### src/rtl/seg_digit_driver.sv
// Segment-data stage: maps the scanner's active-low digit select onto the 8-bit segment bus,
// with a double-buffered 6-digit BCD display, leading-zero blanking, decimal points and blink.
module seg_digit_driver #(
    parameter logic [24:0] BLINK_DIV = 25'd12_499_999,
    parameter logic        LZB_EN    = 1'b1
) (
    input  logic        clk,
    input  logic        rst_n,
    input  logic [5:0]  sel,
    input  logic        load,
    input  logic [23:0] value_bcd,
    input  logic [5:0]  dp_mask,
    input  logic [5:0]  blink_mask,
    output logic        pending,
    output logic [7:0]  seg
);

    localparam int unsigned NDIG = 6;
    localparam int unsigned DW   = 4;
    localparam int unsigned VW   = NDIG * DW;
    localparam int unsigned CW   = 25;
    localparam int unsigned SW   = 8;
    localparam logic [NDIG-1:0] SEL_MSD = 6'b011111;

    typedef struct packed {
        logic [VW-1:0]   value;
        logic [NDIG-1:0] dp;
        logic [NDIG-1:0] blink;
    } disp_buf_t;

    disp_buf_t       active_q, active_d;
    disp_buf_t       shadow_q, shadow_d;
    disp_buf_t       in_buf_c;
    logic            pending_q, pending_d;
    logic [NDIG-1:0] sel_q, sel_d;
    logic [CW-1:0]   blink_cnt_q, blink_cnt_d;
    logic            phase_q, phase_d;
    logic [SW-1:0]   seg_q, seg_d;

    logic            boundary_c;
    logic [NDIG-1:0] blank_c;
    logic            lz_run_c;
    logic [2:0]      low_cnt_c;
    logic [DW-1:0]   cur_digit_c;
    logic            cur_dp_c;
    logic            cur_blink_c;
    logic            cur_blank_c;
    logic [6:0]      pat_c;

    // Buffer transfer and blink timebase
    always_comb begin
        in_buf_c    = '{value: value_bcd, dp: dp_mask, blink: blink_mask};
        boundary_c  = (sel == SEL_MSD) && (sel_q != SEL_MSD);
        active_d    = active_q;
        shadow_d    = shadow_q;
        pending_d   = pending_q;
        sel_d       = sel;
        blink_cnt_d = blink_cnt_q + CW'(1);
        phase_d     = phase_q;

        if (load) begin
            shadow_d = in_buf_c;
            if (boundary_c) begin
                active_d  = in_buf_c;
                pending_d = 1'b0;
            end else begin
                pending_d = 1'b1;
            end
        end else if (boundary_c && pending_q) begin
            active_d  = shadow_q;
            pending_d = 1'b0;
        end

        if (blink_cnt_q == BLINK_DIV - CW'(1)) begin
            blink_cnt_d = '0;
            phase_d     = ~phase_q;
        end
    end

    // Leading-zero run from the MSD down; a lit dp ends the run
    always_comb begin
        blank_c  = '0;
        lz_run_c = LZB_EN;
        for (int i = NDIG - 1; i >= 0; i--) begin
            lz_run_c   = lz_run_c && (active_q.value[i*DW +: DW] == DW'(0)) && !active_q.dp[i];
            blank_c[i] = lz_run_c;
        end
        blank_c[0] = 1'b0;
    end

    // Digit pick, decode and dark conditions
    always_comb begin
        low_cnt_c   = '0;
        cur_digit_c = '0;
        cur_dp_c    = 1'b0;
        cur_blink_c = 1'b0;
        cur_blank_c = 1'b0;
        for (int i = 0; i < NDIG; i++) begin
            if (!sel[i]) begin
                low_cnt_c   = low_cnt_c + 3'd1;
                cur_digit_c = active_q.value[i*DW +: DW];
                cur_dp_c    = active_q.dp[i];
                cur_blink_c = active_q.blink[i];
                cur_blank_c = blank_c[i];
            end
        end

        case (cur_digit_c)
            4'd0:    pat_c = 7'h40;
            4'd1:    pat_c = 7'h79;
            4'd2:    pat_c = 7'h24;
            4'd3:    pat_c = 7'h30;
            4'd4:    pat_c = 7'h19;
            4'd5:    pat_c = 7'h12;
            4'd6:    pat_c = 7'h02;
            4'd7:    pat_c = 7'h78;
            4'd8:    pat_c = 7'h00;
            4'd9:    pat_c = 7'h10;
            default: pat_c = 7'h3F;
        endcase

        seg_d = 8'hFF;
        if ((low_cnt_c == 3'd1) && !(cur_blink_c && phase_q) && !cur_blank_c) begin
            seg_d = {~cur_dp_c, pat_c};
        end
    end

    always_ff @(posedge clk) begin
        if (!rst_n) begin
            active_q    <= '0;
            shadow_q    <= '0;
            pending_q   <= 1'b0;
            sel_q       <= '1;
            blink_cnt_q <= '0;
            phase_q     <= 1'b0;
            seg_q       <= 8'hFF;
        end else begin
            active_q    <= active_d;
            shadow_q    <= shadow_d;
            pending_q   <= pending_d;
            sel_q       <= sel_d;
            blink_cnt_q <= blink_cnt_d;
            phase_q     <= phase_d;
            seg_q       <= seg_d;
        end
    end

    assign pending = pending_q;
    assign seg     = seg_q;

endmodule
### config.mk
export PLATFORM = sky130hd
export DESIGN_NAME = seg_digit_driver
export DESIGN_NICKNAME = d
export VERILOG_FILES = /design/src/rtl/seg_digit_driver.sv
export SDC_FILE = /design/constraint.sdc
export NUM_CORES = 1
export LEC_CHECK = 0
export ABC_AREA = 0
export CAP_MARGIN = 25
export CORE_MARGIN = 2
export CORE_UTILIZATION = 57
export CTS_CLUSTER_DIAMETER = 100
export DETAILED_ROUTE_END_ITERATION = 8
export PLACE_DENSITY = 0.79
export SLEW_MARGIN = 20
export SYNTH_ARGS = -nofsm -noshare
export SYNTH_HDL_FRONTEND = slang
export SYNTH_SLANG_ARGS = --single-unit
### constraint.sdc
create_clock -name clk -period 4.7 [get_ports clk]
set_input_delay 0.47 -clock clk [delete_from_list [all_inputs] [get_ports clk]]
set_output_delay 0.47 -clock clk [all_outputs]
set_load 0.02 [all_outputs]
**Yosys cells after proc, flatten, opt, wreduce, memory -nomap -nowiden**

Memories as Yosys holds them, arrays and structs flattened. A register that Yosys moved wholly into a read port is not among the register bits.
Cells that the tools add are included.

- Register bits: 113
- Bits in read-only memories: 112
- Input port bits: 45
- Word-level logic and storage cells: 92
- Memories kept: 1

Memory list:

| name | depth | width | read ports | clocked after Yosys merged registers in | write ports | RTL line | RTL |
|---|---|---|---|---|---|---|---|
| (name not given) | 16 | 7 | 1 | 1 | 0 | 108 | `case (cur_digit_c)` |

- Add/sub/neg operators: 6
- Equal/unequal tests: 5
- Mux-type cells: 35
- Bitwise operators: 3
- Reduce and logical (&&, ||, !) cells: 31

Operator list:

| cell | count |
|---|---|
| $mux 36 | 3 |
| $add 25x1->25 const B | 1 |
| $eq 25x24->1 const B | 1 |
| $mux 4 | 6 |
| $mux 1 | 21 |
| $logic_not 4->1 | 5 |
| $add 3x1->3 const B | 5 |
| $mux 3 | 5 |
| $logic_and 1x1->1 | 14 |
| $logic_not 1->1 | 8 |
| $eq 6x5->1 const B | 1 |
| $ne 6x5->1 const B | 1 |
| $reduce_and 2->1 | 2 |
| $eq 3x1->1 const B | 1 |
| $not 1->1 | 3 |
| $ne 2x1->1 const B | 1 |
| $reduce_bool 2->1 | 1 |
| $reduce_or 2->1 | 1 |

**Logic depth before layout (Yosys ltp)**

Gate-level depths: netlist (run 1).

- Depth after elaboration: 19
- Gate-level depth with buffers: 16

**Least setup slack after synthesis (run 1)**

Ideal clock, no wire load.

- Path kind: input to register
- From: input port sel[1]
- To: register seg_q[0] (netlist: seg[0])
- Setup time: 0.142 ns
- Data arrival time: 3.712 ns
- Data required time: 4.558 ns
- Setup slack: 0.846 ns
- Stages: 16
- Path buffers: 3
- Cell sequence: buf_2 -> inv_1 -> ha_1 -> buf_2 -> xnor2_1 -> ha_1 -> mux2_2 -> ha_1 -> mux2_2 -> ha_1 -> or2_2 -> o211ai_1 -> o211ai_1 -> nor4bb_1 -> buf_2 -> o311ai_1

- Longest elaborated chain between the ends: 14

Ends and longest elaborated chain:

| item | RTL line | RTL |
|---|---|---|
| from (decl) | 9 | `input logic [5:0] sel,` |
| $mux 3 | 99 | `if (!sel[i]) begin` |
| $add 3x1->3 | 100 | `low_cnt_c = low_cnt_c + 3'd1;` |
| $mux 3 | 99 |  |
| $add 3x1->3 | 100 |  |
| $mux 3 | 99 |  |
| $add 3x1->3 | 100 |  |
| $mux 3 | 99 |  |
| $add 3x1->3 | 100 |  |
| $mux 3 | 99 |  |
| $eq 3x1->1 | 123 | `if ((low_cnt_c == 3'd1) && !(cur_blink_c && phase_q) && !cur_blank_c) begin` |
| $logic_and 1x1->1 (2 in a row) | 123 |  |
| $reduce_and 2->1 (no line) | -- |  |
| $logic_not 1->1 (no line) | -- |  |
| to (decl) | 38 | `logic [SW-1:0] seg_q, seg_d;` |

Parallel ways exist; a longest one is shown, timed or not.
A chain may end at the register's enable or synchronous reset.

**Worst setup path after layout (run 1)**

- From: input port sel[0]
- To: register seg_q[5] (netlist: seg[5])

- Longest elaborated chain between the ends: 16

Ends and longest elaborated chain:

| item | RTL line |
|---|---|
| $mux 1 | 99 |
| $add 3x1->3 | 100 |
| $mux 3 | 99 |
| $add 3x1->3 | 100 |
| $mux 3 | 99 |
| $add 3x1->3 | 100 |
| $mux 3 | 99 |
| $add 3x1->3 | 100 |
| $mux 3 | 99 |
| $add 3x1->3 | 100 |
| $mux 3 | 99 |
| $eq 3x1->1 | 123 |
| $logic_and 1x1->1 (2 in a row) | 123 |
| $reduce_and 2->1 (no line) | -- |
| $logic_not 1->1 (no line) | -- |

Parallel ways exist; a longest one is shown, timed or not.

==> metrics.txt, run 1 <==
# TYPE chip_impl_metric gauge
chip_impl_info{name="worstHoldPathType",value="register to register"} 1
chip_impl_metric{name="drt_first_iter_violations",unit=""} 194
chip_impl_metric{name="post-route-min-period",unit="ns"} 4.13
chip_impl_metric{name="fp.dieArea",unit="µm²"} 9880
chip_impl_metric{name="synthToLayoutAreaGrowth",unit="%"} 22.6
chip_impl_metric{name="clkTransAtPathRegs",unit="ns"} 0.05
chip_impl_metric{name="ys_seq_area_frac",unit=""} 0.436
chip_impl_metric{name="fill_cell_total_of_the_finished_layout",unit=""} 656
chip_impl_metric{name="regToRegSetupSlack",unit="ns"} 2.35
chip_impl_metric{name="met1_capacity_usage_during_global_routing",unit=""} 0.301
chip_impl_metric{name="clockBufferDepth",unit=""} 2
chip_impl_metric{name="place_congestion",unit=""} 0.972
chip_impl_info{name="status",value="finished clean"} 1
chip_impl_metric{name="placedInstanceArea",unit="µm²"} 5740
chip_impl_info{name="reg2reg_to",value="blink_cnt_q[16]"} 1
chip_impl_metric{name="hold_path_depth",unit=""} 1
chip_impl_info{name="tritoncts",value="yes"} 1
chip_impl_metric{name="post_route_setup_tns",unit="ns"} 0
chip_impl_metric{name="tritoncts_num_sinks",unit=""} 113
chip_impl_info{name="synthDominantAreaCellType",value="sky130_fd_sc_hd__dfxtp_1"} 1
chip_impl_info{name="synthMostInstantiatedCell",value="sky130_fd_sc_hd__dfxtp_1"} 1
chip_impl_metric{name="pin_count",unit=""} 54
chip_impl_metric{name="drt-wirelength-per-cell",unit="µm"} 15.9
chip_impl_info{name="rsz0062_at_grt",value="no"} 1
chip_impl_metric{name="slew_violations",unit=""} 0
chip_impl_metric{name="synth-async-reset-ratio",unit=""} 0
chip_impl_metric{name="first_global_vias",unit=""} 4015
chip_impl_metric{name="synth_edf_count",unit=""} 0
chip_impl_metric{name="die_h",unit="µm"} 99.4
chip_impl_metric{name="grt_util_all_layers",unit=""} 0.236
chip_impl_metric{name="timing.reg2reg.worst_path_depth",unit=""} 5
chip_impl_metric{name="slew_headroom",unit=""} 0.457
chip_impl_info{name="grt.busiest_layer",value="met2"} 1
chip_impl_metric{name="met2_resource_use_gr",unit=""} 0.391
chip_impl_metric{name="post-cts-setup-buffer-count",unit=""} 0
chip_impl_metric{name="antenna_cells",unit=""} 0
chip_impl_metric{name="num-nets-final",unit=""} 643
chip_impl_info{name="holdPathEnd",value="active_q[2]"} 1
chip_impl_metric{name="num_rows",unit=""} 34
chip_impl_metric{name="peakVddDrop",unit="V"} 0.000224
chip_impl_metric{name="floorplan.core_area",unit="µm²"} 8760
chip_impl_metric{name="layout.cell_area.non_filler",unit="µm²"} 6360
chip_impl_metric{name="synth_top_area_share",unit=""} 0.436
chip_impl_metric{name="endpoints_failing_setup",unit=""} 0
chip_impl_metric{name="die_width",unit="µm"} 99.4
chip_impl_info{name="regToRegStartpoint",value="blink_cnt_q[9]"} 1
chip_impl_metric{name="route.vias.total",unit=""} 4013
chip_impl_metric{name="postLayoutSetupSlackWorst",unit="ns"} 0.575
chip_impl_info{name="synthTopCellsByCount",value="sky130_fd_sc_hd__dfxtp_1, sky130_fd_sc_hd__nand2_1, sky130_fd_sc_hd__nor2b_1"} 1
chip_impl_metric{name="final_cells",unit=""} 705
chip_impl_info{name="ys_dominant_reg_cell",value="sky130_fd_sc_hd__dfxtp_1"} 1
chip_impl_metric{name="worst_pin_slew",unit="ns"} 0.813
chip_impl_metric{name="initial_core_util",unit=""} 0.592
chip_impl_metric{name="tritoncts_buffers",unit=""} 17
chip_impl_metric{name="hpwlAfterDp",unit="mm"} 7.36
chip_impl_metric{name="worst-path-max-fanout",unit=""} 8
chip_impl_metric{name="grt_antenna_before_repair",unit=""} 0
chip_impl_info{name="hold_start",value="active_q[2]"} 1
chip_impl_metric{name="final_antenna_net_count",unit=""} 0
chip_impl_metric{name="min_period_over_period",unit=""} 0.878
chip_impl_metric{name="postSynthAreaPerCell",unit="µm²"} 9.61
chip_impl_metric{name="cts-htree-levels",unit=""} 4
chip_impl_metric{name="firstDrtPassIters",unit=""} 6
chip_impl_metric{name="netlist_area_before_placement",unit="µm²"} 5190
chip_impl_metric{name="detail_route.drc_violations",unit=""} 0
chip_impl_metric{name="whs",unit="ns"} 0.509
chip_impl_info{name="worstSetupPathType",value="input port to register"} 1
chip_impl_metric{name="grt_start_max_net_pins",unit=""} 84
chip_impl_metric{name="drt_wl_total",unit="mm"} 11.2
chip_impl_metric{name="arrival",unit="ns"} 4.49
chip_impl_metric{name="clock_latency",unit="ns"} 0.51
chip_impl_metric{name="synth.net_count",unit=""} 597
chip_impl_info{name="ctsRootBufferMaster",value="sky130_fd_sc_hd__clkbuf_8"} 1
chip_impl_metric{name="pre_cts_ws",unit="ns"} 0.126
chip_impl_metric{name="maxClockFrequency",unit="GHz"} 0.242
chip_impl_metric{name="fraction_of_layout_instances_using_a_drive_strength_above_1",unit=""} 0.0888
chip_impl_metric{name="synth.distinct_cells",unit=""} 60
chip_impl_metric{name="max_cap_viol_count",unit=""} 0
chip_impl_metric{name="post_cts.resized_instances",unit=""} 0
chip_impl_metric{name="finalHoldViolations",unit=""} 0
chip_impl_info{name="critical_path.endpoint_type",value="register"} 1
chip_impl_metric{name="power-per-cell-area",unit="nW/µm²"} 405
chip_impl_metric{name="grt.overflow.total",unit=""} 0
chip_impl_metric{name="yosysWarningCount",unit=""} 0
chip_impl_metric{name="power.leakage",unit="nW"} 2.97
chip_impl_metric{name="worst_clock_skew",unit="ns"} 0.00689
chip_impl_info{name="startpoint_type",value="input port"} 1
chip_impl_metric{name="globalRouteMet3Util",unit=""} 0.0541
chip_impl_metric{name="viasPerCell",unit=""} 5.69
chip_impl_metric{name="dp.cells",unit=""} 675
chip_impl_metric{name="cts.hold.buffers_added",unit=""} 0
chip_impl_metric{name="postSynthRegisterBits",unit=""} 113
chip_impl_metric{name="netlist_instances",unit=""} 540
chip_impl_metric{name="cp_data_required_time",unit="ns"} 5.07
chip_impl_info{name="synth_top_cells_by_area",value="sky130_fd_sc_hd__dfxtp_1, sky130_fd_sc_hd__mux2i_1, sky130_fd_sc_hd__o211a_1"} 1
chip_impl_metric{name="io_buffers",unit=""} 53
chip_impl_metric{name="grt_first_pass_wirelength",unit="mm"} 18.7
worst max-delay path by stage:
stage | from | end | slack (ns)
3_5_place_dp | sel[0] | seg[5] | 0.13
5_1_grt | sel[0] | seg[4] | 0.37
3_3_place_gp | sel[0] | seg[6] | 0.26
6_report | sel[0] | seg[5] | 0.57
4_1_cts | sel[0] | seg[5] | 0.61
2_1_floorplan | sel[1] | seg[0] | 0.85
metrics by stage:
stage	total power [mW]	utilization
6_report	2.58	0.726
2_1_floorplan	1.17	-
5_1_grt	2.66	0.726
3_3_place_gp	1.24	0.655
4_1_cts	2.59	0.726
3_5_place_dp	1.25	0.655
flip-flops by register name, summed over array words and instances, names as in the netlist:
register     flops
phase_q          1
pending          1
seg              8
sel_q            6
blink_cnt_q     25
shadow_q        36
active_q        36
kinds of logic (layout without fill, tap and decap cells):
group,after synthesis,after routing,synth area share
AOI/OAI and AO/OA,85,85,0.137
xor gates and xnor gates,28,28,0.0528
adders and majority gates,12,12,0.0289
buffers and inverters,49,106,0.0448
DFF,113,113,0.436
muxes,42,42,0.0824
and+or+nand+nor,211,211,0.218
report_power, final:
part | internal, mW | switching (mW)
logic | 0.118 | 0.116
registers | 0.987 | 0.0117
clock network | 0.919 | 0.429
total | 2.02 | 0.557
critical path: stages:
cell and delay (ns):
sky130_fd_sc_hd__clkdlybuf4s50_1 0.60, sky130_fd_sc_hd__inv_1 0.12, sky130_fd_sc_hd__ha_1 0.42, sky130_fd_sc_hd__xnor2_1 0.26, sky130_fd_sc_hd__ha_1 0.28, sky130_fd_sc_hd__mux2_2 0.29
sky130_fd_sc_hd__ha_1 0.30, sky130_fd_sc_hd__mux2_2 0.28, sky130_fd_sc_hd__ha_1 0.28, sky130_fd_sc_hd__or2_2 0.30, sky130_fd_sc_hd__o211ai_1 0.18, sky130_fd_sc_hd__o211ai_1 0.11
sky130_fd_sc_hd__nor4bb_1 0.29, sky130_fd_sc_hd__buf_4 0.20, sky130_fd_sc_hd__o311ai_1 0.10
layer usage:
metal,vias to the layer above,wire (µm),share of wire
met2,101,5300,0.47
met4,0,222,0.020
met5,-,0,0
li1,2001,-,-
met3,24,494,0.044
met1,1887,5190,0.46
layout by cell type (no fill, tap or decap), types with 6 or more instances in the layout:
master	count
sky130_fd_sc_hd__o211a_1	36
sky130_fd_sc_hd__mux2i_1	39
sky130_fd_sc_hd__nand3b_1	6
sky130_fd_sc_hd__o21ai_0	7
sky130_fd_sc_hd__nand2b_1	9
sky130_fd_sc_hd__nand3_1	11
sky130_fd_sc_hd__a21oi_1	9
sky130_fd_sc_hd__or4_1	8
sky130_fd_sc_hd__dfxtp_1	113
sky130_fd_sc_hd__nor2_1	35
sky130_fd_sc_hd__nand2_1	55
sky130_fd_sc_hd__ha_1	12
sky130_fd_sc_hd__clkbuf_16	16
sky130_fd_sc_hd__nor2b_1	41
sky130_fd_sc_hd__xor2_1	10
sky130_fd_sc_hd__o211ai_1	8
sky130_fd_sc_hd__clkdlybuf4s50_1	51
sky130_fd_sc_hd__nor3_1	11
sky130_fd_sc_hd__xnor2_1	16
sky130_fd_sc_hd__buf_4	6
sky130_fd_sc_hd__and3_1	9
sky130_fd_sc_hd__inv_1	15
layout make-up:
class	count	area, µm²	area share
multi-input cells	378	2700	0.424
flip-flops and latches	113	2260	0.355
repair buffers	61	591	0.0928
clock buffers	19	432	0.0678
clock inverters	11	188	0.0295
well taps	108	135	0.0212
inverters	15	56.3	0.00885
Note: power is estimated with default switching activity, not from simulation.
==> inputs of run 2 (changes only) <==
CORE_UTILIZATION = 59   (was 57)
CTS_BUF_LIST = sky130_fd_sc_hd__clkbuf_2 sky130_fd_sc_hd__clkbuf_4 sky130_fd_sc_hd__clkbuf_8   (was unset)
PLACE_DENSITY = 0.82   (was 0.79)
==> run 2 against run 1 <==
Critical path depth unchanged. Die area decreased by 3.3%. Final cell count increased by 0.43%. Global-route usage decreased by 0.089 points. Utilization decreased by 1.5 points. Combinational power about the same.
==> metrics.txt, run 2 (synthesis gave the netlist of run 1 again) <==
# TYPE chip_impl_metric gauge
chip_impl_metric{name="num_rows",unit=""} 34
chip_impl_info{name="worstSetupPathType",value="input port to register"} 1
chip_impl_info{name="critical_path_top_delay_cell",value="sky130_fd_sc_hd__clkdlybuf4s50_1"} 1
chip_impl_info{name="crit_top_cell",value="sky130_fd_sc_hd__ha_1"} 1
chip_impl_metric{name="drt_first_iter_violations",unit=""} 208
chip_impl_info{name="largestRegisters",value="active_q x36, shadow_q x36, blink_cnt_q x25"} 1
chip_impl_metric{name="route.vias.total",unit=""} 4031
chip_impl_metric{name="synthToLayoutAreaGrowth",unit="%"} 18.4
chip_impl_metric{name="maxClockFrequency",unit="GHz"} 0.238
chip_impl_info{name="tritoncts",value="yes"} 1
chip_impl_metric{name="floorplan.core_area",unit="µm²"} 8640
chip_impl_metric{name="antenna_cells",unit=""} 0
chip_impl_info{name="timing.critical_path.max_delay_family",value="adder cells"} 1
chip_impl_metric{name="met2_resource_use_gr",unit=""} 0.385
chip_impl_info{name="critical_path.cell_chain",value="clkdlybuf4s50_1, inv_1, ha_1, xnor2_1, ha_1, mux2_2, ha_1, mux2_2, ha_1, or2_2, o211ai_1, o211ai_1, nor4bb_1, buf_4, o311ai_1"} 1
chip_impl_metric{name="min_period_over_period",unit=""} 0.894
chip_impl_metric{name="final_cells",unit=""} 708
chip_impl_info{name="regToRegStartpoint",value="blink_cnt_q[9]"} 1
chip_impl_info{name="crit_path_end",value="seg[4]"} 1
chip_impl_metric{name="finalPower",unit="mW"} 2.14
chip_impl_metric{name="power.leakage",unit="nW"} 2.85
chip_impl_metric{name="layout.cell_area.non_filler",unit="µm²"} 6140
chip_impl_metric{name="first_global_vias",unit=""} 3874
chip_impl_metric{name="whs",unit="ns"} 0.495
chip_impl_metric{name="clkTransAtPathRegs",unit="ns"} 0.07
chip_impl_metric{name="detail_route.drc_violations",unit=""} 0
chip_impl_info{name="timing.critical_path.from",value="sel[0]"} 1
chip_impl_info{name="ctsRootBufferMaster",value="sky130_fd_sc_hd__clkbuf_8"} 1
chip_impl_metric{name="grt_util_all_layers",unit=""} 0.236
chip_impl_metric{name="globalRouteMet3Util",unit=""} 0.0530
chip_impl_info{name="worstHoldPathType",value="register to register"} 1
chip_impl_metric{name="crit_path_max_incr_delay",unit="ns"} 0.59
chip_impl_metric{name="arrival",unit="ns"} 4.49
chip_impl_metric{name="regToRegSetupSlack",unit="ns"} 2.42
chip_impl_metric{name="place_congestion",unit=""} 0.911
chip_impl_metric{name="viasPerCell",unit=""} 5.69
chip_impl_metric{name="slew_violations",unit=""} 0
chip_impl_metric{name="peakVddDrop",unit="V"} 0.000230
chip_impl_metric{name="post_route_setup_tns",unit="ns"} 0
chip_impl_metric{name="fraction_of_layout_instances_using_a_drive_strength_above_1",unit=""} 0.0950
chip_impl_metric{name="die_h",unit="µm"} 97.8
chip_impl_metric{name="path_depth",unit=""} 15
chip_impl_metric{name="clock_latency",unit="ns"} 0.43
chip_impl_metric{name="hpwlAfterDp",unit="mm"} 7.49
chip_impl_metric{name="firstDrtPassIters",unit=""} 5
chip_impl_metric{name="fp.dieArea",unit="µm²"} 9560
chip_impl_metric{name="power-per-cell-area",unit="nW/µm²"} 348
chip_impl_metric{name="worst_clock_skew",unit="ns"} 0.0111
chip_impl_metric{name="tritoncts_num_sinks",unit=""} 113
chip_impl_metric{name="pin_count",unit=""} 54
chip_impl_metric{name="slew_headroom",unit=""} 0.485
chip_impl_metric{name="grt_antenna_before_repair",unit=""} 0
chip_impl_metric{name="cts-htree-levels",unit=""} 4
chip_impl_metric{name="placedInstanceArea",unit="µm²"} 5750
chip_impl_metric{name="worst-path-max-fanout",unit=""} 8
chip_impl_info{name="final_cell_mix",value="sky130_fd_sc_hd__dfxtp_1, sky130_fd_sc_hd__nand2_1, sky130_fd_sc_hd__clkdlybuf4s50_1"} 1
chip_impl_metric{name="die_width",unit="µm"} 97.8
chip_impl_metric{name="post-cts-setup-buffer-count",unit=""} 0
chip_impl_metric{name="met1_capacity_usage_during_global_routing",unit=""} 0.310
chip_impl_metric{name="io_buffers",unit=""} 53
chip_impl_info{name="startpoint_type",value="input port"} 1
chip_impl_metric{name="timing.reg2reg.worst_path_depth",unit=""} 5
chip_impl_info{name="critical_path.endpoint_type",value="register"} 1
chip_impl_metric{name="final_antenna_net_count",unit=""} 0
chip_impl_info{name="status",value="finished clean"} 1
chip_impl_metric{name="post_cts.resized_instances",unit=""} 0
chip_impl_info{name="rsz0062_at_grt",value="no"} 1
chip_impl_metric{name="drt_wl_total",unit="mm"} 10.9
chip_impl_metric{name="grt_first_pass_wirelength",unit="mm"} 18.4
chip_impl_metric{name="grt.overflow.total",unit=""} 0
chip_impl_metric{name="drt-wirelength-per-cell",unit="µm"} 15.3
chip_impl_info{name="grt.busiest_layer",value="met2"} 1
chip_impl_metric{name="cp_data_required_time",unit="ns"} 4.99
chip_impl_info{name="layout.cells.most_common",value="sky130_fd_sc_hd__dfxtp_1"} 1
chip_impl_metric{name="worst-path-buf-inv",unit=""} 3
chip_impl_metric{name="post-route-min-period",unit="ns"} 4.20
chip_impl_info{name="reg2reg_to",value="blink_cnt_q[21]"} 1
chip_impl_metric{name="initial_core_util",unit=""} 0.601
chip_impl_metric{name="grt_start_max_net_pins",unit=""} 84
chip_impl_metric{name="max_cap_viol_count",unit=""} 0
chip_impl_metric{name="worst_pin_slew",unit="ns"} 0.770
chip_impl_metric{name="cts.hold.buffers_added",unit=""} 0
chip_impl_metric{name="finalHoldViolations",unit=""} 0
chip_impl_metric{name="num-nets-final",unit=""} 644
chip_impl_metric{name="clockBufferDepth",unit=""} 2
chip_impl_metric{name="tritoncts_buffers",unit=""} 17
chip_impl_metric{name="endpoints_failing_setup",unit=""} 0
chip_impl_metric{name="dp.cells",unit=""} 676
==> run 2: metrics by stage <==
| step | util | setup WS, ns |
|---|---|---|
| 2_1_floorplan | - | 0.846 |
| 3_3_place_gp | 0.665 | 0.252 |
| 3_5_place_dp | 0.666 | 0.0499 |
| 4_1_cts | 0.712 | 0.492 |
| 5_1_grt | 0.712 | 0.249 |
| 6_report | 0.712 | 0.498 |
==> run 2: area by class of cell <==
type                       count  area [µm²]
sequential                   113        2260
fill                         674        2490
timing repair buffer          62         598
tap                          108         135
clock buffer                  19         255
inverter                      15        56.3
clock inverter                13         138
multi-input combinational    378        2700
==> run 2: worst min-delay path by stage <==
stage                   startpoint        endpoint  slack (ns)  cells past startpoint
CTS                 blink_cnt_q[0]  blink_cnt_q[0]        0.50                      1
global route        blink_cnt_q[0]  blink_cnt_q[0]        0.54                      1
floorplan           blink_cnt_q[0]  blink_cnt_q[0]        0.45                      1
detailed placement  blink_cnt_q[0]  blink_cnt_q[0]        0.48                      1
global placement    blink_cnt_q[0]  blink_cnt_q[0]        0.48                      1
finish              blink_cnt_q[0]  blink_cnt_q[0]        0.49                      1
==> run 2: metal layers <==
metal / share of wire / vias up
met4: 0.012 / 0
met2: 0.48 / 106
met5: 0 / -
met3: 0.043 / 13
li1: - / 2000
met1: 0.47 / 1912
==> run 2: power breakdown <==
| part | leakage (nW) | switching [mW] | internal (mW) |
|---|---|---|---|
| clock | 0.184 | 0.417 | 0.489 |
| sequential | 0.921 | 0.0119 | 0.985 |
| combinational | 1.74 | 0.115 | 0.119 |
==> inputs of run 3 (changes only) <==
CORE_ASPECT_RATIO = 0.75   (was unset)
==> run 3 against run 2 <==
First-iteration DRC count is 59% higher. Utilization is 1.2 points higher. Wire length is 3.2% higher. Sequential share of layout area hardly changed. Final area hardly changed. Combinational power is 2% higher. Register-to-register slack better by 0.06 ns. Sequential cell count stayed put. Largest power group unchanged. Highest routed layer unchanged.
==> metrics.txt, run 3 (synthesis gave the netlist of run 1 again) <==
# TYPE chip_impl_metric gauge
chip_impl_metric{name="hpwlAfterDp",unit="mm"} 7.68
chip_impl_metric{name="drt-wirelength-per-cell",unit="µm"} 15.8
chip_impl_metric{name="grt_first_pass_wirelength",unit="mm"} 19.0
chip_impl_info{name="final_cell_mix",value="sky130_fd_sc_hd__dfxtp_1, sky130_fd_sc_hd__nand2_1, sky130_fd_sc_hd__clkdlybuf4s50_1"} 1
chip_impl_metric{name="place_congestion",unit=""} 0.863
chip_impl_metric{name="power.net_switching",unit="µW"} 520
chip_impl_metric{name="cts.hold.buffers_added",unit=""} 0
chip_impl_info{name="crit_top_cell",value="sky130_fd_sc_hd__ha_1"} 1
chip_impl_info{name="hold_start",value="active_q[2]"} 1
chip_impl_metric{name="first_global_vias",unit=""} 3939
chip_impl_info{name="timing.critical_path.from",value="sel[0]"} 1
chip_impl_metric{name="min_period_over_period",unit=""} 0.875
chip_impl_metric{name="fp.dieArea",unit="µm²"} 9570
chip_impl_metric{name="worst_clock_skew",unit="ns"} 0.00494
chip_impl_metric{name="slew_violations",unit=""} 0
chip_impl_metric{name="grt.overflow.total",unit=""} 0
chip_impl_info{name="rsz0062_at_grt",value="no"} 1
chip_impl_metric{name="die_h",unit="µm"} 85.2
chip_impl_metric{name="cts-htree-levels",unit=""} 4
chip_impl_info{name="worstSetupPathType",value="input port to register"} 1
chip_impl_info{name="layout.cells.most_common",value="sky130_fd_sc_hd__dfxtp_1"} 1
chip_impl_metric{name="antenna_cells",unit=""} 0
chip_impl_metric{name="max_cap_viol_count",unit=""} 0
chip_impl_metric{name="synthToLayoutAreaGrowth",unit="%"} 18.3
chip_impl_metric{name="pin_count",unit=""} 54
chip_impl_metric{name="post_cts.resized_instances",unit=""} 0
chip_impl_info{name="critical_path_top_delay_cell",value="sky130_fd_sc_hd__clkdlybuf4s50_1"} 1
chip_impl_metric{name="cp_data_required_time",unit="ns"} 4.99
chip_impl_metric{name="num-nets-final",unit=""} 645
chip_impl_metric{name="post-route-min-period",unit="ns"} 4.11
chip_impl_metric{name="drt_wl_total",unit="mm"} 11.2
chip_impl_metric{name="fraction_of_layout_instances_using_a_drive_strength_above_1",unit=""} 0.0965
chip_impl_metric{name="tritoncts_num_sinks",unit=""} 113
chip_impl_info{name="worstHoldPathType",value="register to register"} 1
chip_impl_metric{name="num_rows",unit=""} 29
chip_impl_metric{name="endpoints_failing_setup",unit=""} 0
chip_impl_metric{name="power-per-cell-area",unit="nW/µm²"} 346
chip_impl_metric{name="arrival",unit="ns"} 4.40
chip_impl_metric{name="firstDrtPassIters",unit=""} 5
chip_impl_info{name="tritoncts",value="yes"} 1
chip_impl_metric{name="grt_antenna_before_repair",unit=""} 0
chip_impl_metric{name="drt_first_iter_violations",unit=""} 331
chip_impl_metric{name="sequentialPowerShare",unit=""} 0.470
chip_impl_metric{name="floorplan.core_area",unit="µm²"} 8490
chip_impl_metric{name="die_width",unit="µm"} 112
chip_impl_metric{name="slew_headroom",unit=""} 0.473
chip_impl_info{name="critical_path.endpoint_type",value="register"} 1
chip_impl_metric{name="fill_cell_total_of_the_finished_layout",unit=""} 656
chip_impl_metric{name="finalPower",unit="mW"} 2.12
chip_impl_metric{name="post-cts-setup-buffer-count",unit=""} 0
chip_impl_metric{name="worst-path-max-fanout",unit=""} 8
chip_impl_info{name="largestRegisters",value="active_q x36, shadow_q x36, blink_cnt_q x25"} 1
chip_impl_info{name="startpoint_type",value="input port"} 1
chip_impl_metric{name="viasPerCell",unit=""} 5.78
chip_impl_metric{name="clkTransAtPathRegs",unit="ns"} 0.06
chip_impl_info{name="critical_path.cell_chain",value="clkdlybuf4s50_1, inv_1, ha_1, xnor2_1, ha_1, mux2_2, ha_1, mux2_2, ha_1, or2_2, o211ai_1, o211ai_1, nor4bb_1, buf_4, o311ai_1"} 1
chip_impl_metric{name="detail_route.drc_violations",unit=""} 0
chip_impl_metric{name="clockBufferDepth",unit=""} 2
chip_impl_metric{name="grt_start_max_net_pins",unit=""} 83
chip_impl_metric{name="maxClockFrequency",unit="GHz"} 0.243
chip_impl_metric{name="finalHoldViolations",unit=""} 0
chip_impl_metric{name="initial_core_util",unit=""} 0.611
chip_impl_metric{name="tritoncts_buffers",unit=""} 17
chip_impl_metric{name="p_int",unit="mW"} 1.60
chip_impl_info{name="regToRegStartpoint",value="active_q[17]"} 1
chip_impl_metric{name="route.vias.total",unit=""} 4100
chip_impl_metric{name="worst_pin_slew",unit="ns"} 0.788
chip_impl_info{name="ctsRootBufferMaster",value="sky130_fd_sc_hd__clkbuf_8"} 1
chip_impl_metric{name="grt_util_all_layers",unit=""} 0.250
chip_impl_metric{name="power.share.combinational",unit=""} 0.112
chip_impl_metric{name="whs",unit="ns"} 0.504
chip_impl_metric{name="clock_latency",unit="ns"} 0.43
chip_impl_metric{name="post_route_setup_tns",unit="ns"} 0
chip_impl_metric{name="crit_path_max_incr_delay",unit="ns"} 0.60
chip_impl_metric{name="pwr-share-clk",unit=""} 0.419
chip_impl_metric{name="final_antenna_net_count",unit=""} 0
chip_impl_metric{name="peakVddDrop",unit="V"} 0.000236
chip_impl_metric{name="switching_share",unit=""} 0.245
chip_impl_metric{name="regToRegSetupSlack",unit="ns"} 2.48
chip_impl_metric{name="power.leakage",unit="nW"} 2.87
chip_impl_info{name="status",value="finished clean"} 1
chip_impl_metric{name="io_buffers",unit=""} 53
run 3: worst paths after layout:
| check | end | depth (start not counted) |
|---|---|---|
| max | seg[5] | 15 |
| max reg2reg | seg[4] | 8 |
| min reg2reg | active_q[2] | 1 |
| min | active_q[2] | 1 |
run 3: routing by layer:
layer | GRT usage | share of wire | vias up | routed length [µm]
met3 | 0.0786 | 0.056 | 17 | 626
met1 | 0.335 | 0.48 | 1960 | 5380
li1 | - | - | 1997 | -
met2 | 0.388 | 0.45 | 126 | 5060
met4 | 0.0798 | 0.012 | 0 | 138
met5 | 0 | 0 | - | 0
run 3: stage by stage:
step                utilization  std cells  instance area, µm²  setup slack (ns)
finish                    0.723        709                6140             0.588
CTS                       0.723        709                6140             0.655
global route              0.723        709                6140             0.406
detailed placement        0.677        677                5750             0.212
floorplan                     -        540                5190             0.846
global placement          0.676        676                5740             0.332
run 3: critical path: cells and delay by family:
family                   cells  cell delay [ns]
AO/OA/AOI/OAI                3             0.40
XOR/XNOR                     1             0.27
adder cells (fa/ha/maj)      4             1.21
buffers and inverters        3             0.92
multiplexers                 2             0.55
AND/OR/NAND/NOR              2             0.58
run 3: power by group through the flow:
stage               clock network (mW)  logic, mW  registers, mW
global placement                     0      0.225           1.02
detailed placement                   0      0.234           1.02
finish                           0.888      0.237          0.997
CTS                              0.900      0.236          0.997
floorplan                            0      0.158           1.02
global route                     0.951      0.261          0.999
run 3: area by class of cell:
cell class | instances | area [µm²] | share of cell area
clock buffers | 23 | 317 | 0.0515
clock inverters | 9 | 78.8 | 0.0128
inverters | 15 | 56.3 | 0.00917
multi-input cells | 378 | 2700 | 0.440
flip-flops and latches | 113 | 2260 | 0.368
well taps | 108 | 135 | 0.0220
repair buffers | 63 | 593 | 0.0966
